--- config.mk ---
export PLATFORM = sky130hd
export DESIGN_NAME = mas_prog_loader
export DESIGN_NICKNAME = d
export VERILOG_FILES = /design/src/rtl/mas_prog_loader.sv
export SDC_FILE = /design/constraint.sdc
export NUM_CORES = 1
export LEC_CHECK = 0
export ABC_AREA = 1
export BUFFER_PORTS_ARGS = -buffer_cell sky130_fd_sc_hd__buf_2
export CORE_ASPECT_RATIO = 0.6
export CORE_MARGIN = 10
export CORE_UTILIZATION = 50
export DETAILED_ROUTE_END_ITERATION = 16
export GPL_TIMING_DRIVEN = 0
export PLACE_DENSITY = 0.71
export SYNTH_ARGS = -nofsm -noshare
export SYNTH_HDL_FRONTEND = slang
export SYNTH_SLANG_ARGS = --single-unit
--- constraint.sdc ---
create_clock -name clk -period 2 [get_ports clk]
set_input_delay 0.1 -clock clk [delete_from_list [all_inputs] [get_ports clk]]
set_output_delay 0.1 -clock clk [all_outputs]
set_load 0.05 [all_outputs]
--- src/rtl/mas_prog_loader.sv ---
// Serial program loader for the MAS8 core: checks a sync header, then shifts in
// N 16-bit instructions and strobes each one into the core before releasing it to run.
module mas_prog_loader #(
  parameter logic [7:0] SYNC = 8'hA5
) (
  input  logic        clk,
  input  logic        rstz,
  inout  wire         dvdd,
  inout  wire         dgnd,
  input  logic        start,
  input  logic        sdi,
  input  logic        sval,
  input  logic        run_en,
  output logic [15:0] instr,
  output logic        pr,
  output logic        en,
  output logic        busy,
  output logic        done,
  output logic        err,
  output logic [7:0]  wcnt
);

  typedef enum logic [2:0] {
    IDLE  = 3'd0,
    HDR   = 3'd1,
    LOAD  = 3'd2,
    WRITE = 3'd3,
    RUN   = 3'd4,
    ERR   = 3'd5
  } state_t;

  state_t      state;
  logic [14:0] shreg;
  logic [3:0]  bcnt;
  logic [7:0]  nm1;
  logic [8:0]  cnt;
  logic        shift_on;
  logic        word_done;
  logic [15:0] word;
  logic        unused_supply;

  // Supplies pass through untouched; they carry no logic function here.
  assign unused_supply = dvdd ^ dgnd;

  assign shift_on  = (state == HDR) || (state == LOAD) || (state == WRITE);
  assign word_done = shift_on && sval && (bcnt == 4'd15);
  assign word      = {shreg, sdi};
  assign wcnt      = cnt[7:0];

  // Shifting continues through WRITE so back-to-back words lose no bits.
  always_ff @(posedge clk or negedge rstz) begin
    if (!rstz) begin
      shreg <= '0;
      bcnt  <= '0;
    end else if (shift_on) begin
      if (sval) begin
        shreg <= {shreg[13:0], sdi};
        bcnt  <= bcnt + 4'd1;
      end
    end else begin
      bcnt <= '0;
    end
  end

  always_ff @(posedge clk or negedge rstz) begin
    if (!rstz) begin
      state <= IDLE;
      instr <= '0;
      pr    <= 1'b0;
      en    <= 1'b0;
      busy  <= 1'b0;
      done  <= 1'b0;
      err   <= 1'b0;
      nm1   <= '0;
      cnt   <= '0;
    end else begin
      case (state)
        IDLE, RUN, ERR: begin
          if (start) begin
            state <= HDR;
            cnt   <= '0;
            err   <= 1'b0;
            busy  <= 1'b1;
            done  <= 1'b0;
            en    <= 1'b0;
          end else if (state == RUN) begin
            en <= run_en;
          end
        end
        HDR: begin
          if (word_done) begin
            if (word[15:8] == SYNC) begin
              nm1   <= word[7:0];
              state <= LOAD;
              pr    <= 1'b1;
            end else begin
              state <= ERR;
              busy  <= 1'b0;
              err   <= 1'b1;
            end
          end
        end
        LOAD: begin
          if (word_done) begin
            instr <= word;
            state <= WRITE;
            en    <= 1'b1;
          end
        end
        WRITE: begin
          // 9-bit count so that N=256 (nm1=255) still terminates after the last write.
          cnt <= cnt + 9'd1;
          en  <= 1'b0;
          if (cnt == {1'b0, nm1}) begin
            state <= RUN;
            pr    <= 1'b0;
            busy  <= 1'b0;
            done  <= 1'b1;
          end else begin
            state <= LOAD;
          end
        end
        default: begin
          state <= IDLE;
          pr    <= 1'b0;
          en    <= 1'b0;
          busy  <= 1'b0;
          done  <= 1'b0;
          err   <= 1'b0;
        end
      endcase
    end
  end

endmodule

== Yosys cells after proc, flatten, opt, wreduce, memory -nomap -nowiden ==
Index checks and enable logic that the tools add are counted.
Word-level totals
  logic and storage cells: 82
  bits in registers: 60
  output and inout bits: 31
  input port bits: 6
Operators by class
  muxes and demuxes: 28
  reduce and logical (&&, ||, !) cells: 20
  equality and inequality tests: 16
  bitwise gates (word level): 5
  $add $sub $neg: 2
Operator list (count)
  9-bit case mux with 2 select lines: 1
  3-bit 2-to-1 mux: 5
  1-bit 2-to-1 mux: 13
  1-bit case mux with 3 select lines: 4
  3-bit case mux with 4 select lines: 1
  3-bit AND reduction: 4
  2-bit inequality test, second input constant: 5
  9-bit by 1-bit adder with 9-bit output, second input constant: 1
  9-bit by 8-bit equality test with 1-bit output: 1
  9-bit 2-to-1 mux: 1
  8-bit equality test, second input constant: 1
  4-bit 2-to-1 mux: 2
  4-bit AND reduction: 2
  3-bit by 2-bit equality test with 1-bit output, second input constant: 2
  3-bit equality test, second input constant: 2
  2-bit AND reduction: 3
  1-bit inverter: 5
  5-bit AND reduction: 1
  4-bit by 1-bit adder with 4-bit output, second input constant: 1
  4-bit equality test, second input constant: 1
  2-bit by 1-bit inequality test with 1-bit output, second input constant: 2
  1-bit case mux with 4 select lines: 1
  2-bit OR reduction: 2
  4-bit OR reduction: 1
  other kinds (7): 9

== Logic depth before layout (Yosys ltp) ==
Gate-level depths: netlist of the first run.
  depth after elaboration: 7
  mapped depth: 11
  depth with buffers taken out: 11

== Least setup slack after synthesis of the first run ==
OpenSTA, ideal clock, no wires.
  kind: flip-flop to flip-flop
  start point: register state[2]
  end point: register nm1[5]
  cell stages (with the launch flop): 10
  required time: 1.882 ns
  setup slack: 0.385 ns
  setup time: 0.118 ns
  path buffers: 2
  period minus slack after synthesis: 1.615 ns
  arrival: 1.497 ns
  cells stage by stage: dfrtp_1 > inv_2 > nand2_1 > nor2_1 > nand3_1 > or2_1 > buf_6 > buf_6 > nand2_2 > o21ai_2
Between the ends
  cells in the longest elaborated chain, start to end: 6
  elaborated cells between the ends (all ways): 8
  those cells by class: eq/ne (3); reduce/logical (5)
Ends and longest elaborated chain
  start, declared: RTL line 32  | state_t state;
  start signal, assigned: RTL line 67  | state <= IDLE;
  start signal, assigned: RTL line 80  | state <= HDR;
  start signal, assigned: RTL line 94  | state <= LOAD;
  3-bit by 1-bit equality test with 1-bit output or 3-bit by 2-bit equality test with 1-bit output (tied branches): RTL line 45, 77
  1-bit logical OR (2 in series): RTL line 45  | assign shift_on = (state == HDR) || (state == LOAD) || (state == WRITE);
  1-bit logical AND (2 in series): RTL line 46  | assign word_done = shift_on && sval && (bcnt == 4'd15);
  3-bit AND reduction (no line) *
  end signal, assigned: RTL line 93  | nm1 <= word[7:0];
  end, declared: RTL line 35  | logic [7:0] nm1;
Mark *: on every way between the ends. The rest lies on a longest branch, timed or not.
A chain may end at the register's enable or synchronous reset.

== Worst setup path in the final report of the first run ==
  start point: register state[1]
  end point: register instr[9]
Between the ends
  cells in the longest elaborated chain, start to end: 6
  elaborated cells between the ends (all ways): 8
  those cells by class: eq/ne (3); reduce/logical (5)
Ends and longest elaborated chain
  3-bit by 1-bit equality test with 1-bit output or 3-bit by 2-bit equality test with 1-bit output (tied branches): RTL line 45, 77
  1-bit logical OR (2 in series): RTL line 45
  1-bit logical AND (2 in series): RTL line 46
  2-bit AND reduction (no line) *
  end signal, assigned: RTL line 105  | instr <= word;
  end, declared: RTL line 14  | output logic [15:0] instr,
Marks and branches as above.

==> results.tsv, run 1 <==
stage	metric	value	unit
timing	fin_worst_skew	9.93	ps
floorplan	die_h	77.9	um
yosys	syn_nets	337	
floorplan	coreArea	5230	um2
power	ir_drop	0.614	mV
placed_design	hpwl	4.35	mm
clock_network	clock_latency	340	ps
detailed_routing	antenna_left	0	
clock_network	numCtsBuffers	9	
yosys	yosys.area_share.adder	0.00895	
timing	tns	0	ps
layout	utilization	0.631	
yosys	synth_mux_area_frac	0	
yosys	synth_compound_gate_area_share	0.129	
layout	layout_common_cells	nand2_1, dfrtp_1, inv_1, o21ai_0, buf_2	
detailed_routing	firstDrtPassIters	4	
yosys	syn_area	2800	um2
timing	fmax	547	MHz
layout	n_fill_cell	439	
detailed_routing	wl	6.12	mm
detailed_routing	drcViolationCount	0	
yosys	synth_top_family_by_area	simple AND/OR/NAND/NOR gates	
job	drv_cap	0	
grt	antenna_found_initial	0	
layout	finalNetCount	384	
layout	drive_gt1_frac	0.204	
clock_network	htreeDepth	3	
clock_network	clk_pin_slew_worst_paths	70	ps
timing	untimed_endpoints	2	
power	swShare	0.340	
detailed_routing	viasPerCell	5.01	
placed_design	gp_congestion	0.848	
grt	grt_pass1_vias	2063	
detailed_routing	routedWlPerCell	13.8	um
layout	multiInputGateArea	1010	um2
yosys	async_flop_share	1.00	
clock_network	cts_tree	done	
setup_path	worstPathArrival	2030	ps
timing	relSlewSlack	0.502	
yosys	synth_edf_count	0	
layout	antenna_cells	0	
power	p_int	2.39	mW
setup_path	endpoint_kind	flip-flop	
clock_network	cts_num_sinks	60	
timing	rsz0062_at_grt	true	
layout	regArea	1500	um2
setup_path	start_kind	flip-flop	
grt	track_usage	0.141	
detailed_routing	first_iter_violations	111	
clock_network	cts_setup_buffers	0	
timing	hold_violations	0	
power	p_clk_frac	0.340	
yosys	synth-xor-area-share	0.0157	
yosys	avgSynthCellArea	8.55	um2
floorplan	placementRows	20	
yosys	synth_ff_type	dfrtp_1	
hold_path	worstHoldPathType	in2reg	
setup_path	crit_fanout	10	
yosys	ys_ff_latch	60	
grt	grt_max_degree	61	
setup_path	critPathKind	reg2reg	
timing	setup_ws	171	ps
power	power	3.62	mW
power	comb_power_share	0.238	
setup_path	critical_path_required	2200	ps
yosys	yosysUniqueCellTypes	27	
clock_network	clk_path_buf_depth	2	
layout	mostFrequentLayoutCell	nand2_1	
yosys	ys_seq_area_frac	0.537	
timing	setup_viol	0	
layout	syn_to_final_growth	18.0	%
floorplan	initial_utilization	0.534	
timing	fin_crit_sh	0.915	
timing	tightest_slew	746	ps
placed_design	port_buffers	34	
run_status	outcome	finished, final reports clean	
yosys	ys_warn_count	0	
floorplan	io_pins	37	
power	switchingPower	1.23	mW
timing	slew_violations	0	
timing	period_needed	1830	ps
floorplan	die_x	117	um
detailed_routing	vias	2225	
grt	grt_pass1_wl	10.2	mm
power	power_leakage	1.75	nW
power	power.density	1100	nW/um2
grt	grt_remaining_overflow	0	
clock_network	cts-root-buf	clkbuf_8	
placed_design	preCtsSetupSlack	93.1	ps
yosys	synth-simple-area-share	0.208	
floorplan	dieArea	9080	um2
power	seq_power_share	0.421	
yosys	synth_cells	327	
[metrics by stage]
step	instances	area (um2)	hold WS (ps)
floorplan	327	2800	-196
global placement	427	3050	335
detailed placement	427	3050	349
CTS	443	3280	81.3
global route	444	3300	114
finish	444	3300	105
[registers in the layout (all words and copies together) (netlist names), 3 cells and up]
signal / count
state: 3
nm1: 8
shreg: 15
bcnt: 4
instr: 16
cnt: 9
[power by group through the flow]
stage | clock network (mW) | logic, mW | registers [mW]
finish | 1.23 | 0.864 | 1.53
detailed placement | 0 | 0.859 | 1.54
global placement | 0 | 0.842 | 1.54
CTS | 1.26 | 0.864 | 1.52
global route | 1.30 | 0.991 | 1.55
floorplan | 0 | 0.526 | 1.64
[path summary, 6_finish.rpt]
path                           start  cells after the start  slack (ps)        end
hold / removal                  sval                      4         100    bcnt[0]
min in group asynchronous       rstz                      2         380     cnt[3]
hold reg to reg            instr[12]                      2         470  instr[12]
max in group asynchronous       rstz                      2        1130     nm1[6]
setup reg to reg            state[1]                     10         170   instr[9]
setup / recovery            state[1]                     10         170   instr[9]
[final cells by class]
cell class	count	area share
Sequential cell	60	0.455
Multi-Input combinational cell	204	0.308
Timing Repair Buffer	36	0.0584
Inverter	48	0.0546
Clock buffer	11	0.0459
Buffer	15	0.0311
Tap cell	66	0.0250
Clock inverter	4	0.0220
[cell usage after synthesis (2+ instances only)]
cell,number,area share
nand2_1,96,0.13
dfrtp_1,60,0.54
inv_1,46,0.062
o21ai_0,44,0.079
nand3_1,11,0.020
nor2_1,9,0.012
buf_4,8,0.021
o21ai_2,8,0.025
nor3_1,6,0.011
clkbuf_1,5,0.0067
a21oi_1,4,0.0072
nand4_1,4,0.0090
xor2_1,4,0.013
nand2_2,3,0.0067
o22ai_1,3,0.0067
buf_6,2,0.0081
ha_1,2,0.0090
inv_2,2,0.0027
o21ai_1,2,0.0036
[worst max-delay path: stages (launching register included)]
cell	delay, ps
dfrtp_1	470
inv_2	50
nand2_2	80
nand2_4	90
nor2_8	180
nand4_4	150
inv_1	120
nand2_1	80
clkbuf_1	270
nand2_1	100
o21ai_0	90
[cells by family (layout without fill, tap and decap cells)]
logic type	Yosys count	in the layout
xor gates and xnor gates	5	5
AOI/OAI and AO/OA	64	64
buffers and inverters	63	114
and+or+nand+nor	133	133
adders and majority gates	2	2
DFF	60	60
[metal layers]
layer,vias to the layer above,global-route usage,routed length (um)
met2,47,0.196,2530
met5,-,0,0
met4,0,0.0448,54
met3,8,0.0522,354
li1,1131,-,-
met1,1039,0.197,3180
[what timing repair did]
item                       in CTS  in global routing
setup endpoints to repair       0                  3
hold buffers                    1                  1
resized for setup               0                  3
hold endpoints to repair        1                 60
(Power assumes the default switching activity.)
==> run 2: changes to the inputs <==
--- a/config.mk
+++ b/config.mk
@@ -13,6 +13,8 @@
 export DETAILED_ROUTE_END_ITERATION = 16
 export GPL_TIMING_DRIVEN = 0
 export PLACE_DENSITY = 0.71
+export REMOVE_ABC_BUFFERS = 1
+export SETUP_SLACK_MARGIN = 0.15
 export SYNTH_ARGS = -nofsm -noshare
 export SYNTH_HDL_FRONTEND = slang
 export SYNTH_SLANG_ARGS = --single-unit
==> run 2 against run 1 <==
  * Via count shrank 2.7%
  * Worst setup slack gained 110 ps
  * Highest routed layer unchanged
  * Critical path depth shrank 3
  * Flip-flop and latch count is the same
  * First-iteration DRC count grew 46%
  * Power shrank 2.0%
  * Routed wire length shrank 4.9%
  * Non-clock buffer count shrank 14
  * Die area is the same
==> results.tsv, run 2 (same netlist as run 1, synthesis figures left out) <==
stage	metric	value	unit	change
run_status	outcome	finished, final reports clean		
setup_path	cp_num_cells	7		-3
power	power_leakage	1.69	nW	-3.3%
setup_path	r2r_cells	7		-3
floorplan	io_pins	37		unchanged
timing	setup_viol	0		unchanged
layout	syn_to_final_growth	15.0	%	
placed_design	place_inst	412		-3.5%
placed_design	hpwl	4.05	mm	-7.1%
power	comb_power_share	0.252		+0.014
placed_design	placed_area	2950	um2	-3.3%
power	p_clk_frac	0.319		-0.021
grt	track_usage	0.139		-0.00261
setup_path	r2r_start	state[2]		
layout	antenna_cells	0		unchanged
clock_network	numCtsBuffers	9		unchanged
hold_path	hold_depth	3		-1
job	drv_cap	0		unchanged
grt	grt_max_degree	61		unchanged
setup_path	path_cells	inv_2, nand2_1, nor2_1, nand2_1, nand2_1, inv_1, o21ai_0		
power	power	3.55	mW	-2.0%
hold_path	worstHoldPathType	in2reg		
setup_path	start_kind	flip-flop		
setup_path	critPathSlowestCell	nor2_1		
setup_path	max_stage_delay	440	ps	-30 ps
floorplan	initial_utilization	0.534		unchanged
layout	regMostFlops	instr		
setup_path	critPathKind	reg2reg		
floorplan	coreArea	5230	um2	unchanged
layout	layout_common_cells	nand2_1, dfrtp_1, inv_1, o21ai_0, buf_2		
timing	tns	0	ps	unchanged
floorplan	die_x	117	um	unchanged
layout	multiInputGateArea	1040	um2	+2.1%
detailed_routing	antenna_left	0		unchanged
timing	untimed_endpoints	2		unchanged
timing	fin_crit_sh	0.862		-0.0529
timing	relSlewSlack	0.509		+0.00611
timing	slew_violations	0		unchanged
layout	regArea	1500	um2	about the same
clock_network	clk_pin_slew_worst_paths	60	ps	about the same
setup_path	endpoint_kind	flip-flop		
layout	largest_register_ffs	16		unchanged
setup_path	worstPathArrival	1960	ps	-70 ps
floorplan	placementRows	20		unchanged
grt	grt_pass1_vias	1992		-3.4%
clock_network	cts_num_sinks	60		unchanged
setup_path	r2r_end	state[2]		
placed_design	port_buffers	34		unchanged
setup_path	critical-path-top-delay-family	simple AND/OR/NAND/NOR gates		
detailed_routing	drcViolationCount	0		unchanged
layout	mostFrequentLayoutCell	nand2_1		
detailed_routing	routedWlPerCell	13.5	um	-2.3%
timing	hold_violations	0		unchanged
layout	top_regs	instr x16, shreg x15, cnt x9		
grt	grt_pass1_wl	9.89	mm	-3.0%
power	swShare	0.358		+0.0175
layout	layout.cells.non_filler	432		-2.7%
clock_network	htreeDepth	3		unchanged
clock_network	cts-root-buf	clkbuf_8		
timing	rsz0062_at_grt	false		
setup_path	reg2reg_slack	280	ps	+110 ps
placed_design	preCtsSetupSlack	-288	ps	-381 ps
detailed_routing	firstDrtPassIters	5		+1
floorplan	dieArea	9080	um2	unchanged
placed_design	gp_congestion	0.881		+4.0%
detailed_routing	wl	5.82	mm	-4.9%
layout	n_fill_cell	470		+7.1%
hold_path	min_delay_worst_endpoint	busy		
power	switchingPower	1.27	mW	+3.0%
layout	finalNetCount	371		-3.4%
setup_path	crit_fanout	5		-5
timing	setup_ws	277	ps	+106 ps
timing	tightest_slew	737	ps	-9.17 ps
clock_network	clock_latency	340	ps	about the same
timing	fin_worst_skew	9.79	ps	-0.137 ps
timing	period_needed	1720	ps	-106 ps
setup_path	critical_path_required	2240	ps	+40 ps
hold_path	hp-start	start		
timing	fmax	580	MHz	+6.1%
detailed_routing	first_iter_violations	162		+46%
floorplan	die_h	77.9	um	unchanged
clock_network	clk_path_buf_depth	2		unchanged
power	ir_drop	0.552	mV	-10%
power	p_int	2.28	mW	-4.6%
clock_network	cts_tree	done		
detailed_routing	vias	2166		-2.7%
setup_path	crit_path_frequent_cell	nand2_1		
layout	stdcell_area	3210	um2	-2.6%
grt	antenna_found_initial	0		unchanged
setup_path	worst-path-buf-inv	2		-1
power	seq_power_share	0.429		+0.008
layout	drive_gt1_frac	0.197		-0.00698
power	power.density	1110	nW/um2	+0.59%
detailed_routing	viasPerCell	5.01		about the same
grt	grt_remaining_overflow	0		unchanged
==> run 2: cell count changes in the layout (fill, tap and decap cells not counted), sizes merged <==
cell | previous run | this run
bufinv | 2 | 1
clkinvlp | 1 | 4
nor2 | 10 | 11
buf | 44 | 35
clkinv | 1 | 0
clkbuf | 16 | 11
==> run 2: worst reg2reg max path: stages, from the launching register on <==
cell     delay [ps]
dfrtp_1         390
inv_2           110
nand2_1          90
nor2_1          440
nand2_1         170
nand2_1         140
inv_1            80
o21ai_0         210
==> run 2: layout make-up <==
class | instances | area share
flip-flops and latches | 60 | 0.468
multi-input cells | 205 | 0.322
repair buffers | 37 | 0.0623
inverters | 48 | 0.0561
clock buffers | 11 | 0.0471
well taps | 66 | 0.0257
clock inverters | 5 | 0.0187
==> run 2: worst max-delay path by stage <==
| stage | start | end | slack (ps) |
|---|---|---|---|
| global route | shreg[10] | nm1[0] | 170 |
| global placement | state[1] | instr[8] | -220 |
| detailed placement | state[1] | instr[4] | -290 |
| finish | state[2] | state[2] | 280 |
| floorplan | cnt[1] | cnt[8] | 240 |
| CTS | state[1] | instr[4] | 190 |
==> run 2: power by group through the flow <==
stage,logic [mW],registers (mW),clock network (mW)
after floorplan,0.520,1.64,0
after global placement,0.833,1.54,0
after detailed placement,0.850,1.54,0
after CTS,0.890,1.52,1.16
after global routing,1.02,1.56,1.21
final,0.896,1.52,1.13
==> run 2: per-layer routing <==
metal / up-vias / global-route usage / routed length (um)
li1: 1103 / - / -
met1: 986 / 0.205 / 3140
met2: 70 / 0.165 / 2090
met3: 7 / 0.0622 / 528
met4: 0 / 0.0560 / 63
met5: - / 0 / 0
==> run 2: repair_timing <==
item / CTS / global route
hold buffers: 1 / 1
endpoints found under the hold margin: 1 / 60
buffers inserted: 0 / 1
setup endpoints to repair: 24 / 20
pin swaps: 1 / 1
gates cloned: 1 / 0
gates resized for setup: 5 / 2
==> run 2: per-stage QoR <==
step / hold slack (ps) / utilization
after floorplan: -196 / -
after global placement: 339 / 0.563
after detailed placement: 354 / 0.563
after CTS: 57.4 / 0.610
after global routing: 107 / 0.614
final: 63.8 / 0.614
